`src/rtl/alu_seq_exec_pkg.sv`:
```
// Shared ALUop encodings, FSM state codes and shift helpers for the sequential ALU.
// The FSM state codes are exported here so benches can decode the unit's state.
package alu_seq_exec_pkg;

    localparam logic [3:0] ALU_ADD    = 4'd0;
    localparam logic [3:0] ALU_SUB    = 4'd1;
    localparam logic [3:0] ALU_SLL    = 4'd2;
    localparam logic [3:0] ALU_SLT    = 4'd3;
    localparam logic [3:0] ALU_SLTU   = 4'd4;
    localparam logic [3:0] ALU_XOR    = 4'd5;
    localparam logic [3:0] ALU_SRL    = 4'd6;
    localparam logic [3:0] ALU_SRA    = 4'd7;
    localparam logic [3:0] ALU_OR     = 4'd8;
    localparam logic [3:0] ALU_AND    = 4'd9;
    localparam logic [3:0] ALU_COPY_B = 4'd10;
    localparam logic [3:0] ALU_XXX    = 4'd15;

    localparam logic [1:0] IDLE  = 2'd0;
    localparam logic [1:0] SHIFT = 2'd1;
    localparam logic [1:0] DONE  = 2'd2;

    typedef enum logic [1:0] {
        SH_LEFT        = 2'd0,
        SH_RIGHT_LOG   = 2'd1,
        SH_RIGHT_ARITH = 2'd2
    } shift_kind_e;

    function automatic logic is_shift_op(input logic [3:0] op);
        return (op == ALU_SLL) || (op == ALU_SRL) || (op == ALU_SRA);
    endfunction

    function automatic shift_kind_e shift_kind(input logic [3:0] op);
        case (op)
            ALU_SRL: return SH_RIGHT_LOG;
            ALU_SRA: return SH_RIGHT_ARITH;
            default: return SH_LEFT;
        endcase
    endfunction

endpackage

```
`src/rtl/alu_seq_shifter.sv`:
```
// Serial one-bit-per-cycle shifter: shift register, down-counter and last-step flag.
// value_next is the register shifted by one; last is high on the final step.
module alu_seq_shifter
    import alu_seq_exec_pkg::*;
#(
    parameter int WIDTH   = 32,
    parameter int SHAMT_W = 5
) (
    input  logic               clk,
    input  logic               reset,
    input  logic               load,
    input  shift_kind_e        kind,
    input  logic [WIDTH-1:0]   a,
    input  logic [SHAMT_W-1:0] shamt,
    output logic [WIDTH-1:0]   value_next,
    output logic               last
);

    logic [WIDTH-1:0]   shift_reg;
    logic [SHAMT_W-1:0] count_reg;
    shift_kind_e        kind_reg;

    always_ff @(posedge clk) begin
        if (reset) begin
            shift_reg <= '0;
            count_reg <= '0;
            kind_reg  <= SH_LEFT;
        end else if (load) begin
            shift_reg <= a;
            count_reg <= shamt;
            kind_reg  <= kind;
        end else if (count_reg != '0) begin
            shift_reg <= value_next;
            count_reg <= count_reg - SHAMT_W'(1);
        end
    end

    // Per-bit mux: left shifts pull from the bit below, right shifts from the bit above.
    generate
        for (genvar gi = 0; gi < WIDTH; gi++) begin : g_bit
            logic left_src;
            logic right_src;
            if (gi == 0) begin : g_lsb
                assign left_src = 1'b0;
            end else begin : g_mid_l
                assign left_src = shift_reg[gi-1];
            end
            if (gi == WIDTH - 1) begin : g_msb
                assign right_src = (kind_reg == SH_RIGHT_ARITH) ? shift_reg[WIDTH-1] : 1'b0;
            end else begin : g_mid_r
                assign right_src = shift_reg[gi+1];
            end
            assign value_next[gi] = (kind_reg == SH_LEFT) ? left_src : right_src;
        end
    endgenerate

    assign last = (count_reg == SHAMT_W'(1));

endmodule

```
`src/rtl/alu_seq_exec.sv`:
```
// Sequential ALU execution unit with valid/ready on both sides and serial shifts.
// Define ALU_SEQ_FAST_SHIFT_EN to replace the serial shifter with a single-cycle barrel shifter.
module alu_seq_exec
    import alu_seq_exec_pkg::*;
#(
    parameter int WIDTH   = 32,
    parameter int SHAMT_W = $clog2(WIDTH)
) (
    input  logic             clk,
    input  logic             reset,
    input  logic             in_valid,
    output logic             in_ready,
    input  logic [3:0]       in_aluop,
    input  logic [WIDTH-1:0] in_a,
    input  logic [WIDTH-1:0] in_b,
    output logic             out_valid,
    input  logic             out_ready,
    output logic [WIDTH-1:0] out_result,
    output logic             out_illegal
);

    logic [1:0]         state_reg;
    logic [WIDTH-1:0]   result_reg;
    logic               illegal_reg;
    logic               accept;
    logic [WIDTH-1:0]   op_value;
    logic               op_illegal;
    logic [SHAMT_W-1:0] shamt;
    logic               go_shift;

    assign shamt    = in_b[SHAMT_W-1:0];
    // in_ready is a function of state and out_ready only, never of in_valid.
    assign in_ready = (state_reg == IDLE) || ((state_reg == DONE) && out_ready);
    assign accept   = in_valid && in_ready;

    assign out_valid   = (state_reg == DONE);
    assign out_result  = result_reg;
    assign out_illegal = illegal_reg;

    always_comb begin
        op_value   = '0;
        op_illegal = 1'b0;
        case (in_aluop)
            ALU_ADD:    op_value = in_a + in_b;
            ALU_SUB:    op_value = in_a - in_b;
            ALU_AND:    op_value = in_a & in_b;
            ALU_OR:     op_value = in_a | in_b;
            ALU_XOR:    op_value = in_a ^ in_b;
            ALU_SLT:    op_value[0] = $signed(in_a) < $signed(in_b);
            ALU_SLTU:   op_value[0] = in_a < in_b;
            ALU_COPY_B: op_value = in_b;
`ifdef ALU_SEQ_FAST_SHIFT_EN
            ALU_SLL:    op_value = in_a << shamt;
            ALU_SRL:    op_value = in_a >> shamt;
            ALU_SRA:    op_value = WIDTH'($signed(in_a) >>> shamt);
`else
            // Serial path only finishes here for a zero shift amount.
            ALU_SLL, ALU_SRL, ALU_SRA: op_value = in_a;
`endif
            default:    op_illegal = 1'b1;
        endcase
    end

`ifdef ALU_SEQ_FAST_SHIFT_EN
    assign go_shift = 1'b0;
`else
    logic             shift_load;
    logic             shift_last;
    logic [WIDTH-1:0] shift_value;

    assign shift_load = accept && is_shift_op(in_aluop);
    assign go_shift   = shift_load && (shamt != '0);

    alu_seq_shifter #(
        .WIDTH   (WIDTH),
        .SHAMT_W (SHAMT_W)
    ) u_shifter (
        .clk        (clk),
        .reset      (reset),
        .load       (shift_load),
        .kind       (shift_kind(in_aluop)),
        .a          (in_a),
        .shamt      (shamt),
        .value_next (shift_value),
        .last       (shift_last)
    );
`endif

    always_ff @(posedge clk) begin
        if (reset) begin
            state_reg   <= IDLE;
            result_reg  <= '0;
            illegal_reg <= 1'b0;
        end else begin
            case (state_reg)
                IDLE, DONE: begin
                    if (accept) begin
                        if (go_shift) begin
                            state_reg <= SHIFT;
                        end else begin
                            state_reg   <= DONE;
                            result_reg  <= op_value;
                            illegal_reg <= op_illegal;
                        end
                    end else if ((state_reg == DONE) && out_ready) begin
                        state_reg <= IDLE;
                    end
                end
`ifndef ALU_SEQ_FAST_SHIFT_EN
                SHIFT: begin
                    if (shift_last) begin
                        state_reg   <= DONE;
                        result_reg  <= shift_value;
                        illegal_reg <= 1'b0;
                    end
                end
`endif
                default: state_reg <= IDLE;
            endcase
        end
    end

endmodule

```
`config.mk`:
```
export PLATFORM = sky130hd
export DESIGN_NAME = alu_seq_exec
export DESIGN_NICKNAME = d
export VERILOG_FILES = /design/src/rtl/alu_seq_exec_pkg.sv /design/src/rtl/alu_seq_shifter.sv /design/src/rtl/alu_seq_exec.sv
export SDC_FILE = /design/constraint.sdc
export NUM_CORES = 1
export LEC_CHECK = 0
export CAP_MARGIN = 15
export CORE_ASPECT_RATIO = 0.9
export CORE_MARGIN = 10
export CORE_UTILIZATION = 30
export CTS_BUF_LIST = sky130_fd_sc_hd__clkbuf_8
export CTS_CLUSTER_DIAMETER = 30
export DETAILED_ROUTE_END_ITERATION = 8
export DONT_BUFFER_PORTS = 1
export GPL_TIMING_DRIVEN = 0
export PLACE_DENSITY = 0.51
export SLEW_MARGIN = 40
export SYNTH_ARGS = -nofsm -noshare
export SYNTH_HDL_FRONTEND = slang
export SYNTH_SLANG_ARGS = --single-unit
```
`constraint.sdc`:
```
create_clock -name clk -period 3.3 [get_ports clk]
set_input_delay 0.33 -clock clk [delete_from_list [all_inputs] [get_ports clk]]
set_output_delay 0.33 -clock clk [all_outputs]
set_load 0.1 [all_outputs]
```
==> results.tsv, run 1 <==
stage	metric	value	unit
sta	holdWs	0.0659	ns
power_and_ir_drop	p_per_area	499	nW/µm²
layout	nets	1488	
yosys	syn_nets	1475	
detailed_routing	first_pass_iters	7	
yosys	synth_area_leaders	dfxtp_1 16%, ha_1 15%, nor2_1 7.8%	
yosys	synth_top_area_share	0.163	
critical_path	reg2reg_slack	0.08	ns
job	cap_viol_max_count	0	
global_routing	grt_pass1_wl	67000	µm
placement	place.detailed.hpwl	35100	µm
detailed_routing	drt_iter0_markers	1363	
sta	worst_pin_slew	0.952	ns
clock_network	cts_made_buffers	9	
detailed_routing	antenna_left	0	
min_path	whs_endpoint	u_shifter.shift_reg[23]	
sta	slew_headroom	0.366	
floorplanning	rows	60	
floorplanning	die_y	185	µm
floorplanning	die-area	37700	µm²
critical_path	critPathSlowestCell	a21oi_4	
layout	final_util	0.333	
yosys	synth_ff_type	dfxtp_1	
critical_path	cp.required	3.55	ns
floorplanning	initial_core_util	0.305	
min_path	hp-class	in2reg	
sta	min_period	3.22	ns
layout	area_growth	9.43	%
sta	final_max_slew_viol_count	0	
clock_network	cts-root-buf	clkbuf_8	
min_path	min_from	in_a[23]	
detailed_routing	drc_errors	0	
yosys	synth_warnings	0	
critical_path	max_stage_delay	0.60	ns
detailed_routing	viasPerCell	6.14	
min_path	whs_path_depth	2	
global_routing	groute.usage.overall	0.236	
sta	setup_viol	0	
detailed_routing	wire_per_inst	26.9	µm
yosys	post_synth.cell_area_avg	7.03	µm²
sta	hold_viol	0	
sta	max_freq	311	MHz
critical_path	crit_top_cell	clkbuf_2	
floorplanning	core_area	29900	µm²
critical_path	worstSetupPathType	reg2reg	
clock_network	htree_levels	3	
critical_path	r2r_cells	8	
power_and_ir_drop	peakVddDrop	0.227	mV
sta	grt_setup_unrepaired	false	
clock_network	cts_hold_buffers	0	
floorplanning	pin_count	107	
floorplanning	fp.dieW	204	µm
critical_path	cp.arrival	3.47	ns
global_routing	grt_max_degree	15	
yosys	ys_types	82	
power_and_ir_drop	leakagePower	4.10	nW
clock_network	post-cts-setup-buffers	0	
layout	final_common_cell	nor2_1	
yosys	yosys.area.top_type	dfxtp_1	
global_routing	grt_pass1_vias	9838	
yosys	synth-seq-cells	74	
yosys	synth_area	9100	µm²
yosys	synthArstFlopShare	0	
critical_path	r2r_start	state_reg[0]	
yosys	yosysSeqAreaShare	0.163	
clock_network	insertion_delay	0.40	ns
sta	fin_setup_tns	0	ns
critical_path	path_max_fanout	10	
placement	gp_congestion	0.957	
critical_path	worst_setup_path_start_kind	flop	
power_and_ir_drop	finalPower	4.97	mW
global_routing	antenna_found_initial	0	
critical_path	path_cells	a21oi_4, nand2_1, o22ai_1, clkbuf_2, clkbuf_2, o21ai_0, a21oi_1, nor3_1	
sta	timing.final.crit_share	0.975	
yosys	synthCells	1295	
clock_network	cts_sinks	74	
global_routing	globalRouteOverflowTotal	0	
layout	drive_gt1_frac	0.0982	
critical_path	cp-end-kind	flop	
outcome	status	finished, final reports clean	
detailed_routing	wl	46100	µm
sta	skew	0.0170	ns
layout	final_cell_mix	187 x nor2_1, 126 x a21oi_1, 106 x ha_1, 89 x inv_1, 75 x nand2_1	
placement	io_buffers	0	
clock_network	cts_tree	yes	
layout	diodes	0	
critical_path	r2r_end	out_result[10]	
detailed_routing	via_count	10500	
clock_network	clock_path_buffers	2	
layout	nFillCells	3371	
yosys	synth-edff-count	0	
clock_network	clkSlewWorstSetupHoldPaths	0.10	ns
[cell usage after synthesis (6+ instances only)]
cell type    n
nor2_1     188
a21oi_1    128
ha_1       106
inv_1       89
nand2_1     75
dfxtp_1     74
o21ai_0     73
clkbuf_1    64
a211oi_1    54
nor3_1      52
mux2i_1     35
a221oi_1    18
buf_2       18
nand3_1     18
nand2b_1    17
a22oi_1     16
a31oi_1     15
o211ai_1    14
o22ai_1     14
nor2b_1     13
o221ai_1    13
o21ai_1     12
o21bai_1    11
xnor2_1     11
a21o_1       9
a2111oi_0    8
o21a_1       8
o31ai_1      8
nor4_1       7
or3_1        7
xor2_1       7
a311oi_1     6
buf_1        6
o2111ai_1    6
o32ai_1      6
or4_1        6
[report_power, final]
part	switching [mW]	internal, mW
clock network	0.438	0.278
logic	1.67	0.938
registers	0.505	1.14
[through the flow]
stage / area (µm²) / setup slack [ns] / cells
6_report: 9960 / 0.0821 / 1716
3_3_place_gp: 9610 / -0.767 / 1698
5_1_grt: 9960 / 0.0220 / 1716
4_1_cts: 9920 / 0.0261 / 1716
2_1_floorplan: 9110 / 0.329 / 1295
3_5_place_dp: 9740 / -0.570 / 1700
[worst max path at each step]
stage                  from              to  slack (ns)  depth (start not counted)
2_1_floorplan       in_a[0]  out_result[28]        0.33                         13
3_3_place_gp    in_aluop[3]  out_result[21]       -0.77                          8
3_5_place_dp        in_b[1]  out_result[25]       -0.57                         11
4_1_cts             in_a[0]   out_result[0]        0.03                         13
5_1_grt        state_reg[0]  out_result[10]        0.02                          8
6_report       state_reg[0]  out_result[10]        0.08                          8
[worst max-delay path, delay by kind of cell (launching register included)]
| kind | cells | cell delay (ns) |
|---|---|---|
| buffers and inverters | 2 | 0.74 |
| DFF | 1 | 0.41 |
| AOI/OAI and AO/OA | 4 | 1.50 |
| and+or+nand+nor | 2 | 0.41 |
[metal layers]
metal | global-route usage | vias up | share of wire
met5 | 0 | - | 0
met4 | 0.0787 | 0 | 0.035
met3 | 0.0671 | 106 | 0.11
met2 | 0.363 | 589 | 0.43
li1 | - | 4740 | -
met1 | 0.310 | 5106 | 0.42
[layout make-up]
| type | count | area [µm²] | share of cell area |
|---|---|---|---|
| buffer | 90 | 394 | 0.0396 |
| tap | 403 | 504 | 0.0506 |
| clock buffer | 9 | 124 | 0.0124 |
| sequential | 74 | 1520 | 0.153 |
| timing repair buffer | 2 | 31.3 | 0.00314 |
| multi-input combinational | 1040 | 6990 | 0.702 |
| clock inverter | 7 | 51.3 | 0.00515 |
| inverter | 91 | 342 | 0.0343 |
[cell families (layout without fill, tap and decap cells)]
family,count (synthesis),count (layout),share of synthesized area
buffers and inverters,181,199,0.0784
and+or+nand+nor,416,416,0.211
DFF,74,74,0.163
adders and majority gates,108,108,0.150
muxes,35,35,0.0385
xor gates and xnor gates,18,18,0.0173
AOI/OAI and AO/OA,463,463,0.342
[what timing repair did]
action,CTS,global route
setup endpoints to repair,10,9
gates resized for setup,3,9
pin swaps,0,0
Note: power is estimated with default switching activity, not from simulation.
==> run 2, diff against run 1 <==
- PLACE_DENSITY: 0.51 -> 0.53
- SKIP_LAST_GASP: not set -> 1
- SLEW_MARGIN: 40 -> 20
==> results.tsv, run 2 (synthesis gave the netlist of run 1 again) <==
stage	metric	value	unit	change
outcome	status	finished, final reports clean		unchanged
detailed_routing	via_count	10500		about the same
critical_path	r2r_end	out_result[11]		was out_result[10]
clock_network	insertion_delay	0.39	ns	was 0.40 ns
floorplanning	rows	60		unchanged
sta	max_freq	310	MHz	was 311 MHz
placement	io_buffers	0		unchanged
floorplanning	die-area	37700	µm²	unchanged
sta	fin_setup_tns	0	ns	unchanged
sta	hold_viol	0		unchanged
power_and_ir_drop	p_per_area	503	nW/µm²	was 499 nW/µm²
critical_path	path_max_fanout	10		unchanged
clock_network	cts_sinks	74		unchanged
detailed_routing	drc_errors	0		unchanged
job	cap_viol_max_count	0		unchanged
layout	area_growth	8.84	%	was 9.43%
critical_path	reg2reg_slack	0.07	ns	was 0.08 ns
critical_path	cp-end-kind	flop		unchanged
detailed_routing	wire_per_inst	26.3	µm	was 26.9 µm
placement	gp_congestion	0.970		was 0.957
critical_path	critPathSlowestCell	a21oi_4		unchanged
detailed_routing	drt_iter0_markers	1263		was 1,363
sta	final_max_slew_viol_count	0		unchanged
sta	grt_setup_unrepaired	false		unchanged
sta	min_period	3.23	ns	was 3.22 ns
clock_network	clkSlewWorstSetupHoldPaths	0.10	ns	about the same
layout	regArea	1480	µm²	was 1520 µm²
clock_network	clock_path_buffers	2		unchanged
layout	nets	1488		unchanged
critical_path	path_cells	a21oi_4, nand2_1, o22a_1, clkbuf_1, buf_1, a211oi_1, nor3_1		was a21oi_4, nand2_1, o22ai_1, clkbuf_2, clkbuf_2, o21ai_0, a21oi_1, nor3_1
clock_network	htree_levels	3		unchanged
critical_path	cp.arrival	3.48	ns	was 3.47 ns
global_routing	antenna_found_initial	0		unchanged
critical_path	cp.required	3.55	ns	about the same
layout	diodes	0		unchanged
floorplanning	fp.dieW	204	µm	unchanged
critical_path	worstSetupPathType	reg2reg		unchanged
floorplanning	pin_count	107		unchanged
global_routing	groute.usage.overall	0.231		was 0.236
power_and_ir_drop	leakagePower	4.05	nW	was 4.10 nW
clock_network	cts_made_buffers	9		unchanged
critical_path	max_stage_delay	0.60	ns	about the same
global_routing	grt_max_degree	14		was 15
layout	multi_input_area	6970	µm²	was 6990 µm²
critical_path	critical_path.endpoint	out_result[11]		was out_result[10]
sta	setup_viol	0		unchanged
global_routing	globalRouteOverflowTotal	0		unchanged
critical_path	worst_setup_path_start_kind	flop		unchanged
critical_path	r2r_cells	7		was 8
floorplanning	core_area	29900	µm²	unchanged
layout	final_cell_mix	188 x nor2_1, 126 x a21oi_1, 106 x ha_1, 90 x inv_1, 75 x nand2_1		was 187 x nor2_1, 126 x a21oi_1, 106 x ha_1, 89 x inv_1, 75 x nand2_1
critical_path	crit_path_start	state_reg[0]		unchanged
clock_network	cts-root-buf	clkbuf_8		unchanged
placement	place.detailed.hpwl	34600	µm	was 35,100 µm
layout	final_common_cell	nor2_1		unchanged
detailed_routing	antenna_left	0		unchanged
floorplanning	initial_core_util	0.305		unchanged
sta	skew	0.0150	ns	was 0.0170 ns
global_routing	grt_pass1_vias	9663		was 9,838
clock_network	cts_tree	yes		unchanged
floorplanning	die_y	185	µm	unchanged
global_routing	grt_pass1_wl	65500	µm	was 67,000 µm
layout	final_util	0.332		was 0.333
clock_network	cts_hold_buffers	0		unchanged
critical_path	r2r_start	state_reg[0]		unchanged
min_path	hp-class	in2reg		unchanged
sta	slew_headroom	0.187		was 0.366
layout	nFillCells	3395		was 3,371
sta	timing.final.crit_share	0.979		was 0.975
detailed_routing	first_pass_iters	5		was 7
sta	worst_pin_slew	1.22	ns	was 0.952 ns
detailed_routing	viasPerCell	6.14		about the same
layout	drive_gt1_frac	0.0609		was 0.0982
detailed_routing	wl	45100	µm	was 46,100 µm
power_and_ir_drop	peakVddDrop	0.235	mV	was 0.227 mV
## run 2: cell types whose count changed in the layout (fill, tap and decap cells not counted), sizes merged
cell	previous run	this run
inv	94	92
buf	28	27
bufinv	0	1
clkdlybuf4s15	0	1
clkinv	2	3
## run 2: layout make-up
type / instances / share of cell area
tap: 403 / 0.0509
multi-input combinational: 1040 / 0.703
buffer: 90 / 0.0390
timing repair buffer: 2 / 0.00316
clock inverter: 7 / 0.00720
clock buffer: 9 / 0.0125
inverter: 91 / 0.0345
sequential: 74 / 0.150
## run 2: timing repair
| action | 4_1_cts | 5_1_grt |
|---|---|---|
| setup buffers | 0 | 0 |
| hold endpoints to repair | 0 | 0 |
| setup endpoints to repair | 22 | 17 |
| resized for setup | 5 | 18 |
## run 2: stage by stage
| step | setup slack [ns] | hold slack [ns] | area, µm² | total power [mW] | std cells |
|---|---|---|---|---|---|
| 2_1_floorplan | 0.329 | 0.454 | 9110 | 3.44 | 1295 |
| 3_3_place_gp | -0.720 | 0.473 | 9610 | 4.12 | 1698 |
| 3_5_place_dp | -0.689 | 0.479 | 9660 | 4.15 | 1700 |
| 4_1_cts | 0.0550 | 0.0591 | 9870 | 4.91 | 1716 |
| 5_1_grt | 0.0256 | 0.0742 | 9910 | 5.32 | 1716 |
| 6_report | 0.0704 | 0.0775 | 9910 | 4.99 | 1716 |
## run 2: per-layer routing
metal / GRT usage / part of all wire / vias up
met4: 0.0575 / 0.021 / 0
li1: - / - / 4757
met3: 0.0758 / 0.12 / 60
met5: 0 / 0 / -
met1: 0.304 / 0.42 / 5128
met2: 0.355 / 0.43 / 598
## run 2: report_power, final
group	switching (mW)	internal, mW
logic	1.66	0.934
clock network	0.408	0.348
registers	0.504	1.14
total	2.57	2.42
## run 2: how the worst min path moves through the flow
stage	from	to	cells after the start	slack, ns
finish	in_a[15]	u_shifter.shift_reg[15]	2	0.08
global route	in_b[3]	u_shifter.count_reg[3]	2	0.07
CTS	in_b[3]	u_shifter.count_reg[3]	2	0.06
detailed placement	in_b[2]	u_shifter.count_reg[2]	2	0.48
global placement	in_a[14]	u_shifter.shift_reg[14]	2	0.47
floorplan	u_shifter.shift_reg[0]	u_shifter.shift_reg[0]	2	0.45
## run 2: worst max-delay path: cells and delay by family, from the launching register on
kind / cells / cell delay (ns)
DFF: 1 / 0.40
and+or+nand+nor: 2 / 0.44
buffers and inverters: 2 / 0.83
AOI/OAI and AO/OA: 3 / 1.42
==> run 3, diff against run 2 <==
- GPL_TIMING_DRIVEN: 0 -> not set
==> results.tsv, run 3 (synthesis gave the netlist of run 1 again) <==
stage	metric	value	unit	change
outcome	status	finished, final reports clean		unchanged
global_routing	grt_pass1_wl	60000	µm	was 65,500 µm
floorplanning	rows	60		unchanged
clock_network	cts_made_buffers	9		unchanged
layout	final_cell_mix	185 x nor2_1, 127 x a21oi_1, 106 x ha_1, 91 x inv_1, 87 x buf_4		was 188 x nor2_1, 126 x a21oi_1, 106 x ha_1, 90 x inv_1, 75 x nand2_1
sta	fin_ws	0.135	ns	was 0.0704 ns
power_and_ir_drop	leakagePower	4.36	nW	was 4.05 nW
layout	regArea	1480	µm²	unchanged
sta	skew	0.0124	ns	was 0.0150 ns
clock_network	clock_path_buffers	2		unchanged
critical_path	path_max_fanout	4		was 10
sta	max_freq	316	MHz	was 310 MHz
sta	slew_headroom	0.160		was 0.187
layout	multi_input_area	6980	µm²	was 6970 µm²
detailed_routing	wire_per_inst	23.2	µm	was 26.3 µm
layout	area_growth	13.2	%	was 8.84%
placement	gp_congestion	0.977		was 0.970
placement	io_buffers	0		unchanged
layout	nets	1489		was 1,488
global_routing	antenna_found_initial	1		was 0
critical_path	worst_setup_path_start_kind	flop		unchanged
detailed_routing	first_pass_iters	5		unchanged
global_routing	grt_pass1_vias	9613		was 9,663
clock_network	insertion_delay	0.41	ns	was 0.39 ns
sta	timing.final.crit_share	0.959		was 0.979
detailed_routing	wl	39800	µm	was 45,100 µm
power_and_ir_drop	finalPower	5.15	mW	was 4.99 mW
global_routing	groute.usage.overall	0.207		was 0.231
power_and_ir_drop	p_per_area	500	nW/µm²	was 503 nW/µm²
global_routing	grt_max_degree	70		was 14
clock_network	htree_levels	3		unchanged
sta	worst_pin_slew	1.25	ns	was 1.22 ns
floorplanning	die-area	37700	µm²	unchanged
power_and_ir_drop	peakVddDrop	0.287	mV	was 0.235 mV
clock_network	clkSlewWorstSetupHoldPaths	0.09	ns	was 0.10 ns
clock_network	post-cts-setup-buffers	0		unchanged
sta	setup_viol	0		unchanged
min_path	hp-class	in2reg		unchanged
detailed_routing	antenna_left	0		unchanged
sta	min_period	3.16	ns	was 3.23 ns
detailed_routing	drc_errors	0		unchanged
floorplanning	initial_core_util	0.305		unchanged
floorplanning	core_area	29900	µm²	unchanged
floorplanning	pin_count	107		unchanged
sta	fin_setup_tns	0	ns	unchanged
layout	drive_gt1_frac	0.112		was 0.0609
critical_path	worstSetupPathType	reg2reg		unchanged
sta	final_max_slew_viol_count	0		unchanged
layout	diodes	0		unchanged
critical_path	cp-end-kind	flop		unchanged
floorplanning	fp.dieW	204	µm	unchanged
sta	grt_setup_unrepaired	false		unchanged
global_routing	globalRouteOverflowTotal	0		unchanged
job	cap_viol_max_count	0		unchanged
clock_network	cts-root-buf	clkbuf_8		unchanged
placement	place.detailed.hpwl	29900	µm	was 34,600 µm
layout	nFillCells	3312		was 3,395
detailed_routing	via_count	9851		was 10,500
floorplanning	die_y	185	µm	unchanged
critical_path	cp.arrival	3.47	ns	was 3.48 ns
clock_network	cts_sinks	74		unchanged
placement	pre_cts_ws	-0.275	ns	was -0.689 ns
sta	hold_viol	0		unchanged
detailed_routing	viasPerCell	5.74		was 6.14
layout	final_common_cell	nor2_1		unchanged
detailed_routing	drt_iter0_markers	814		was 1,263
clock_network	cts_tree	yes		unchanged
critical_path	cp.required	3.60	ns	was 3.55 ns
[run 3: changes by cell type in the layout (fill, tap and decap cells not counted), moves of 3 or more]
cell      before  now
buf_1          6    0
buf_12         0    5
buf_2         18    0
buf_4          1   87
clkbuf_1      57    0
clkbuf_2       7    0
nor2_1       188  185
[run 3: where the power goes]
| group | leakage, nW | switching, mW | internal [mW] |
|---|---|---|---|
| registers | 0.609 | 0.445 | 1.13 |
| logic | 3.63 | 1.62 | 1.03 |
| clock network | 0.122 | 0.423 | 0.496 |
| total | 4.36 | 2.49 | 2.66 |
[run 3: what timing repair did]
item / CTS / global route
hold buffers: 3 / 0
setup endpoints to repair: 0 / 1
endpoints found under the hold margin: 41 / 0
resized for setup: 0 / 1
[run 3: cell type report]
type                       instances  share of cell area
clock inverter                     7              0.0107
clock buffer                       9              0.0120
inverter                          91              0.0331
sequential                        74               0.144
multi-input combinational       1040               0.677
timing repair buffer              93              0.0741
tap                              403              0.0489
[run 3: layer usage]
metal / routed length, µm / track usage
met1: 18100 / 0.271
met4: 903 / 0.0602
met2: 17800 / 0.326
met5: 0 / 0
met3: 3070 / 0.0540
[run 3: critical path: stages (launching register included)]
cell     delay (ns)
dfxtp_1        0.35
nor3_1         0.34
nand2_1        0.23
o22a_1         0.30
nor3_1         1.00
nand2_1        0.49
o21ai_0        0.35
[run 3: worst paths after layout]
| check | endpoint | cells after the start | from | slack, ns |
|---|---|---|---|---|
| worst max-delay path | out_result[27] | 6 | u_shifter.count_reg[2] | 0.14 |
| worst min-delay path | out_result[22] | 1 | reset | 0.03 |
| worst max register to register | out_result[27] | 6 | u_shifter.count_reg[2] | 0.14 |
| worst min register to register | u_shifter.shift_reg[0] | 2 | u_shifter.shift_reg[0] | 0.49 |
[run 3: metrics by stage]
| stage | hold WS [ns] | instances | util | instance area, µm² |
|---|---|---|---|---|
| 5_1_grt | 0.00623 | 1717 | 0.345 | 10300 |
| 3_5_place_dp | 0.416 | 1698 | 0.335 | 10000 |
| 4_1_cts | 0.00363 | 1717 | 0.345 | 10300 |
| 3_3_place_gp | 0.415 | 1698 | 0.335 | 10000 |
| 6_report | 0.0332 | 1717 | 0.345 | 10300 |
| 2_1_floorplan | 0.454 | 1295 | - | 9110 |
